### src/rtl/mem_access_unit.sv
// mem_access_unit: MEM-stage data-memory initiator with byte enables, load formatting and stall.
// Optional access timeout is enabled by defining DM_TIMEOUT_EN.
module mem_access_unit #(
    parameter int TIMEOUT_CYCLES = 255,
    parameter int TO_W           = 8
) (
    input  logic        CLK,
    input  logic        RESET,
    input  logic        MEM_READ,
    input  logic        MEM_WRITE,
    input  logic [2:0]  MEM_FUNCT3,
    input  logic [31:0] MEM_ADDR,
    input  logic [31:0] MEM_WRITE_DATA,
    output logic [31:0] MEM_DATA_MEM_READ_DATA,
    output logic        BUSY_WAIT,
    output logic        MISALIGNED,
    output logic        ACCESS_FAULT,
    output logic        DM_READ,
    output logic        DM_WRITE,
    output logic [31:0] DM_ADDR,
    output logic [31:0] DM_WRITE_DATA,
    output logic [3:0]  DM_BYTE_EN,
    input  logic [31:0] DM_READ_DATA,
    input  logic        DM_READY
);
    typedef enum logic [1:0] {IDLE, ACCESS, DONE} state_t;

    if (2 ** TO_W <= TIMEOUT_CYCLES) begin : g_to_w_check
        $error("TO_W too narrow for TIMEOUT_CYCLES");
    end

    state_t      state_q;
    logic        rd_q, wr_q, fault_q;
    logic [31:0] addr_q, wdata_q, rdata_q;
    logic [3:0]  be_q;
    logic [2:0]  f3_q;
    logic [1:0]  lane_q;
`ifdef DM_TIMEOUT_EN
    localparam logic [TO_W-1:0] TO_LIM = TO_W'(TIMEOUT_CYCLES);
    logic [TO_W-1:0] cnt_q;
`endif

    logic        req, is_byte, is_half, mis;
    logic [3:0]  be_d;
    logic [31:0] wdata_d, ld_d;
    logic [7:0]  ld_b;
    logic [15:0] ld_h;

    assign req     = MEM_READ | MEM_WRITE;
    assign is_byte = MEM_READ ? (MEM_FUNCT3[1:0] == 2'b00) : (MEM_FUNCT3 == 3'b000);
    assign is_half = MEM_READ ? (MEM_FUNCT3[1:0] == 2'b01) : (MEM_FUNCT3 == 3'b001);
    assign mis     = is_half ? MEM_ADDR[0] : (!is_byte && MEM_ADDR[1:0] != 2'b00);

    assign MISALIGNED = (state_q == IDLE) && req && mis;
    assign BUSY_WAIT  = (state_q == ACCESS) || ((state_q == IDLE) && req && !mis);

    // Store lane enables and replicated write data from the incoming request
    always_comb begin
        be_d    = MEM_READ ? 4'b0000 : is_byte ? 4'b0001 << MEM_ADDR[1:0] :
                  is_half ? 4'b0011 << MEM_ADDR[1:0] : 4'b1111;
        wdata_d = is_byte ? {4{MEM_WRITE_DATA[7:0]}} :
                  is_half ? {2{MEM_WRITE_DATA[15:0]}} : MEM_WRITE_DATA;
    end

    // Load formatting from the latched funct3 and byte lane
    always_comb begin
        ld_b = DM_READ_DATA[{lane_q, 3'b000} +: 8];
        ld_h = lane_q[1] ? DM_READ_DATA[31:16] : DM_READ_DATA[15:0];
        ld_d = (f3_q == 3'b000) ? {{24{ld_b[7]}}, ld_b} :
               (f3_q == 3'b100) ? {24'h0, ld_b} :
               (f3_q == 3'b001) ? {{16{ld_h[15]}}, ld_h} :
               (f3_q == 3'b101) ? {16'h0, ld_h} : DM_READ_DATA;
    end

    // Access FSM with registered memory-side outputs
    always_ff @(posedge CLK or negedge RESET) begin
        if (!RESET) begin
            state_q <= IDLE;
            rd_q    <= 1'b0;
            wr_q    <= 1'b0;
            fault_q <= 1'b0;
            addr_q  <= '0;
            wdata_q <= '0;
            rdata_q <= '0;
            be_q    <= '0;
            f3_q    <= '0;
            lane_q  <= '0;
`ifdef DM_TIMEOUT_EN
            cnt_q   <= '0;
`endif
        end else begin
            case (state_q)
                IDLE: if (req && !mis) begin
                    addr_q  <= {MEM_ADDR[31:2], 2'b00};
                    wdata_q <= wdata_d;
                    be_q    <= be_d;
                    f3_q    <= MEM_FUNCT3;
                    lane_q  <= MEM_ADDR[1:0];
                    rd_q    <= MEM_READ;
                    wr_q    <= !MEM_READ;
`ifdef DM_TIMEOUT_EN
                    cnt_q   <= '0;
`endif
                    state_q <= ACCESS;
                end
                ACCESS: if (DM_READY) begin
                    rd_q    <= 1'b0;
                    wr_q    <= 1'b0;
                    if (rd_q) rdata_q <= ld_d;
                    state_q <= DONE;
                end
`ifdef DM_TIMEOUT_EN
                else if (cnt_q + 1'b1 == TO_LIM) begin
                    rd_q    <= 1'b0;
                    wr_q    <= 1'b0;
                    if (rd_q) rdata_q <= '0;
                    fault_q <= 1'b1;
                    state_q <= DONE;
                end else cnt_q <= cnt_q + 1'b1;
`endif
                DONE: begin
                    fault_q <= 1'b0;
                    state_q <= IDLE;
                end
                default: state_q <= IDLE;
            endcase
        end
    end

    assign MEM_DATA_MEM_READ_DATA = rdata_q;
    assign ACCESS_FAULT           = fault_q;
    assign DM_READ                = rd_q;
    assign DM_WRITE               = wr_q;
    assign DM_ADDR                = addr_q;
    assign DM_WRITE_DATA          = wdata_q;
    assign DM_BYTE_EN             = be_q;
endmodule

### config.mk
export PLATFORM = sky130hd
export DESIGN_NAME = mem_access_unit
export DESIGN_NICKNAME = d
export VERILOG_FILES = /design/src/rtl/mem_access_unit.sv
export SDC_FILE = /design/constraint.sdc
export NUM_CORES = 1
export LEC_CHECK = 0
export BUFFER_PORTS_ARGS = -buffer_cell sky130_fd_sc_hd__buf_2
export CORE_MARGIN = 3
export CORE_UTILIZATION = 30
export CTS_CLUSTER_SIZE = 12
export DETAILED_ROUTE_END_ITERATION = 10
export PLACE_DENSITY = 0.67
export SYNTH_ARGS = -nofsm -noshare
export SYNTH_HDL_FRONTEND = slang
export SYNTH_SLANG_ARGS = --single-unit
### constraint.sdc
create_clock -name CLK -period 2 [get_ports CLK]
set_input_delay 0.5 -clock CLK [delete_from_list [all_inputs] [get_ports CLK]]
set_output_delay 0.5 -clock CLK [all_outputs]
set_load 0.01 [all_outputs]
# Word-level counts from Yosys, hierarchy flattened
# Cells that the tools add are included.
word_totals:
  register_bits: 107
op_classes:
  eq_ne: 8
  shifts: 3
  n_mux: 21
  n_bitwise: 1
  n_reduce_logical: 19
op_table:
  columns: ["cell", "count"]
  rows:
  - ["$mux 32", 6]
  - ["$shiftx 32x6->8", 1]
  - ["$mux 16", 1]
  - ["$mux 4", 3]
  - ["$eq 3x1->1 const B", 2]
  - ["$eq 3x3->1 const B", 2]
  - ["$logic_not 3->1", 2]
  - ["$mux 1", 6]
  - ["$reduce_and 3->1", 2]
  - ["$logic_and 1x1->1", 5]
  - ["$eq 2x1->1 const B", 2]
  - ["$logic_not 2->1", 2]
  - ["$mux 2", 2]
  - ["$pmux 1 s2", 2]
  - ["$pmux 2 s2", 1]
  - ["$reduce_and 2->1", 2]
  - ["$reduce_bool 2->1", 2]
  - ["$shl 1x2->4 const A", 1]
  - ["$shl 2x2->4 const A", 1]
  - ["$logic_not 1->1", 3]
  - ["$ne 2x1->1 const B", 1]
  - ["$ne 2x2->1 const B", 1]
  - ["$logic_or 1x1->1", 1]
  - ["$or 1x1->1", 1]

# Depth between registers and ports, before layout
logic_depth:
  ltp_word: 9
  mapped_depth: 8

# Least setup slack after synthesis
# OpenSTA, ideal clock, no wires.
synth_timing:
  path_kind: "input-to-output"
  start: "in MEM_READ"
  end: "out BUSY_WAIT"
  t_arrival_ns: 1.614
  setup_slack_ns: -0.114
  cell_stages: 7
  path_buffers: 3
  path_cell_list: "buf_6 -> nand2b_4 -> buf_6 -> a21oi_4 -> nor3_4 -> buf_4 -> or2_2"
synth_via:
  elab_chain_len: 7
  word_cells_on_any_way: 10
  classes_between: "3 x mux; 1 x bitwise; 6 x reduce/logical"
synth_lines:
  columns: ["element", "line", "rtl"]
  rows:
  - ["from (decl)", "9", "input logic MEM_READ,"]
  - ["$mux 1", "50", "assign is_byte = MEM_READ ? (MEM_FUNCT3[1:0] == 2'b00) : (MEM_FUNCT3 == 3'b000);"]
  - ["$logic_not 1->1", "52", "assign mis = is_half ? MEM_ADDR[0] : (!is_byte && MEM_ADDR[1:0] != 2'b00);"]
  - ["$logic_and 1x1->1", "52", null]
  - ["$mux 1", "52", null]
  - ["$logic_not 1->1", "55", "assign BUSY_WAIT = (state_q == ACCESS) || ((state_q == IDLE) && req && !mis);"]
  - ["$logic_and 1x1->1 (*)", "55", null]
  - ["$logic_or 1x1->1 (*)", "55", null]
  - ["to (decl)", "15", "output logic BUSY_WAIT,"]
# Mark *: on every way between the ends. The rest lies on a longest branch, timed or not.

# Worst setup path in the final report
layout_timing:
  start: "in MEM_FUNCT3[2]"
  end: "out BUSY_WAIT"
layout_via:
  elab_chain_len: 8
  word_cells_on_any_way: 10
  classes_between: "1 x eq/ne; 3 x mux; 6 x reduce/logical"
layout_lines:
  columns: ["element", "line", "rtl"]
  rows:
  - ["from (decl)", "11", "input logic [2:0] MEM_FUNCT3,"]
  - ["$logic_not 3->1", "50", null]
  - ["$mux 1", "50", null]
  - ["$logic_not 1->1", "52", null]
  - ["$logic_and 1x1->1", "52", null]
  - ["$mux 1 (*)", "52", null]
  - ["$logic_not 1->1 (*)", "55", null]
  - ["$logic_and 1x1->1 (*)", "55", null]
  - ["$logic_or 1x1->1 (*)", "55", null]
# Marks and branches as above.

==> results by group <==
Finish
  – Nets: 775
  – Synth-to-Final Area Change: 32.4%
  – Final Core Density: between 40% and 50%
  – Layout cell share with drive strength beyond 1: 55.4%
  – ANT cells: 0

Placed design
  – IO buf count: 205
  – Final GP Congestion: between 0.8 and 0.9
  – HPWL Detailed: 11.3 mm

Logic synthesis
  – Cell variety after synth: 44
  – Dominant cell type by area after synthesis: dfrtp_1
  – Mapped Area: 5510 sq um
  – Flops & latches, synth: between 100 and 150
  – Avg Inst Size Synth: around 13 sq um
  – Seq/Total Area, Yosys: 48.6%
  – Syn Inst Count: 438
  – Ys flop type: dfrtp_1
  – Yosys warns: 0
  – Area share of the largest cell type after synthesis: 48.6%
  – Post-synth ARST share: 100%
  – Number of synthesized flops with an enable pin: 0
  – Synth area leaders: dfrtp_1 49%, mux2_4 14%, mux2_2 7.8%

Critical path
  – Slowest CP cell: or2_4
  – CP Cell Sequence: buf_2 > nor2b_4 > nor3_1 > buf_4 > nor3_4 > or2_4 > buf_2
  – CP most frequent cell: buf_2
  – R2R setup slack: between 200 and 300 ps
  – Critical path fanouts, max: 2
  – Crit-path leading delay family: simple AND/OR/NAND/NOR gates
  – CP bufs+invs: 3
  – CP Launch Type: input port
  – WP data required: around 1500 ps
  – CP max stage delay: 240 ps
  – Critical path arrival: 1470 ps
  – Critical path class: in2out
  – Crit end category: output port

Floorplanning
  – Initial core utilization: 31.2%
  – Std cell rows: 48
  – Io pins: between 200 and 250
  – Die H: 142 um
  – Core area: 17,700 sq um
  – DIE WIDTH: 142 um
  – Die footprint: around 20,000 sq um

Route
  – Wire per inst: 16.8 um
  – Vias: 4,219
  – Vias/cell: 4.71
  – DRT Wirelength: 15.0 mm
  – Residual DRC count: 0
  – Number of DRC markers in iteration 0: 196
  – TritonRoute pass-1 iters: 5
  – Final ANT Viol Nets: 0

Pwr
  – Maximum vdd ir drop: 0.760 mV
  – Int Power: 6420 uW
  – Clock Power Share: 16.9%
  – PD cells: 1370 nW/um^2
  – Combinational share of power: 45.5%
  – Leak Pwr: 0.00351 uW
  – Power Total: 10,000 uW
  – Sw Share: 35.8%
  – Psw: 3580 uW
  – Seq pwr share: 37.6%

Clock network
  – H-tree lvl count: 3
  – Root buf cell: clkbuf_16
  – CTS tree: yes
  – Num CTS Buffers: 9
  – Insertion delay of the later-clocked pin in the worst-skew pair: 350 ps
  – Clock Tree Buf Depth: 2
  – CTS sink cnt: between 100 and 150
  – Worst-path clk slew: 80 ps

Timing
  – Final clock skew: 12.8 ps
  – Hold Fails Final Rpt: 0
  – Setup-failing EPs final: 0
  – RSZ-0062 raised after global routing: no
  – Final Critical Period: 1970 ps
  – Max Clk Rate: between 500 and 600 MHz
  – Fin crit share: approximately 100%
  – Slew margin rel.: 61.9%
  – Worst Tran Pin Value: roughly 570 ps
  – Max-slew violations: 0

Global routing
  – Vias in the first global route: 4,348
  – GRT overflow: 0
  – Largest net degree at the start of global routing: 108
  – Global-route wire length before repair: approximately 24 mm
  – GRT Util Overall: between 10% and 20%
  – Initial antenna violation count: 0

Worst hold path
  – Hold Crit Class: in2async

Outcome
  – Status: complete, no violations

Job
  – Max-cap violations: 0
## synth_stat cells, types with 2 or more instances
library cell and count:
a21oi_1 43, a31oi_1 9, buf_12 6, buf_2 8, buf_4 5, buf_6 2
clkbuf_1 11, dfrtp_1 107, ha_1 4, inv_1 6, mux2_2 38, mux2_4 50
mux2i_1 18, mux4_2 8, nand2_1 20, nand2b_1 9, nor2_1 28, nor2b_1 9
nor3_1 2, o211ai_1 7, o21a_1 7, o21ai_0 19
## logic make-up after synthesis
| group | Yosys count | synth area share (%) |
|---|---|---|
| compound gates | 93 | 9.98 |
| fa+ha+maj | 4 | 0.908 |
| buf+inv | 40 | 5.29 |
| flops | 107 | 48.6 |
| mux | 114 | 27.9 |
| other cells | 1 | 0.0680 |
| simple gates | 79 | 7.28 |
## power by group through the flow
stage | Combinational, uW | Clock, uW | Sequential [uW]
global placement | 4510 | 0 | 3790
global route | 4940 | 1860 | 3910
detailed placement | 4600 | 0 | 3800
finish | 4550 | 1690 | 3760
floorplan | 2330 | 0 | 4200
CTS | 4610 | 1780 | 3770
## per-stage QoR
step	setup TNS, ps	area [sq um]	hold slack, ps	setup WS, ps	std cells
after floorplan	0	5530	204	2.93	440
final	0	7300	224	34.6	896
after global placement	-43.2	7000	472	-8.58	880
after CTS	0	7290	247	33.4	896
after detailed placement	-1230	7000	476	-43.8	880
after global routing	0	7300	275	1.98	896
## path summary, 6_finish.rpt
kind	end	cells past startpoint	startpoint
worst max register to register	DM_ADDR[31]$_DFFE_PN0P_	8	state_q[0]$_DFFE_PN0P_
worst min-delay path	MEM_DATA_MEM_READ_DATA[29]$_DFFE_PN0P_	2	RESET
worst max-delay path	BUSY_WAIT	7	MEM_FUNCT3[2]
max in group asynchronous	DM_WRITE_DATA[22]$_DFFE_PN0P_	2	RESET
min in group CLK	DM_ADDR[5]$_DFFE_PN0P_	2	MEM_ADDR[5]
worst min register to register	MEM_DATA_MEM_READ_DATA[0]$_DFFE_PN0P_	1	MEM_DATA_MEM_READ_DATA[0]$_DFFE_PN0P_
## state kept, by name, indices dropped and copies added (netlist names)
| name | count |
|---|---|
| f3_q | 3 |
| DM_ADDR | 30 |
| MEM_DATA_MEM_READ_DATA | 32 |
| DM_BYTE_EN | 4 |
| DM_READ | 1 |
| state_q | 2 |
| DM_WRITE_DATA | 32 |
| DM_WRITE | 1 |
| lane_q | 2 |
## layer usage
layer	GRT usage (%)	wire length (um)	vias up
met5	0	0	-
met1	19.7	6600	2060
met2	24.8	7310	146
met3	3.84	975	11
li1	-	-	2002
met4	3.64	160	0
## cells in the final DEF (no fill, tap or decap), types with 18 or more instances in the layout
master,count
a21oi_1,43
o21ai_0,18
dfrtp_1,107
nand2_1,20
buf_2,204
mux2_2,38
mux2i_1,18
mux2_4,50
buf_4,36
nor2_1,28
## cell type report
cell class                 instances  area [sq um]
clock inverter                     6          51.3
tap                              225           282
timing repair buffer             249          1470
multi-input combinational        293          2570
sequential                       107          2680
fill                            1729         10400
clock buffer                       9           225
inverter                           7          26.3
## repair_timing
item,4_1_cts,5_1_grt
resized for setup,1,2
pin swaps,1,0
hold buffers,0,0
setup endpoints to repair,1,1
buffers inserted,1,0
(Power assumes the default switching activity.)
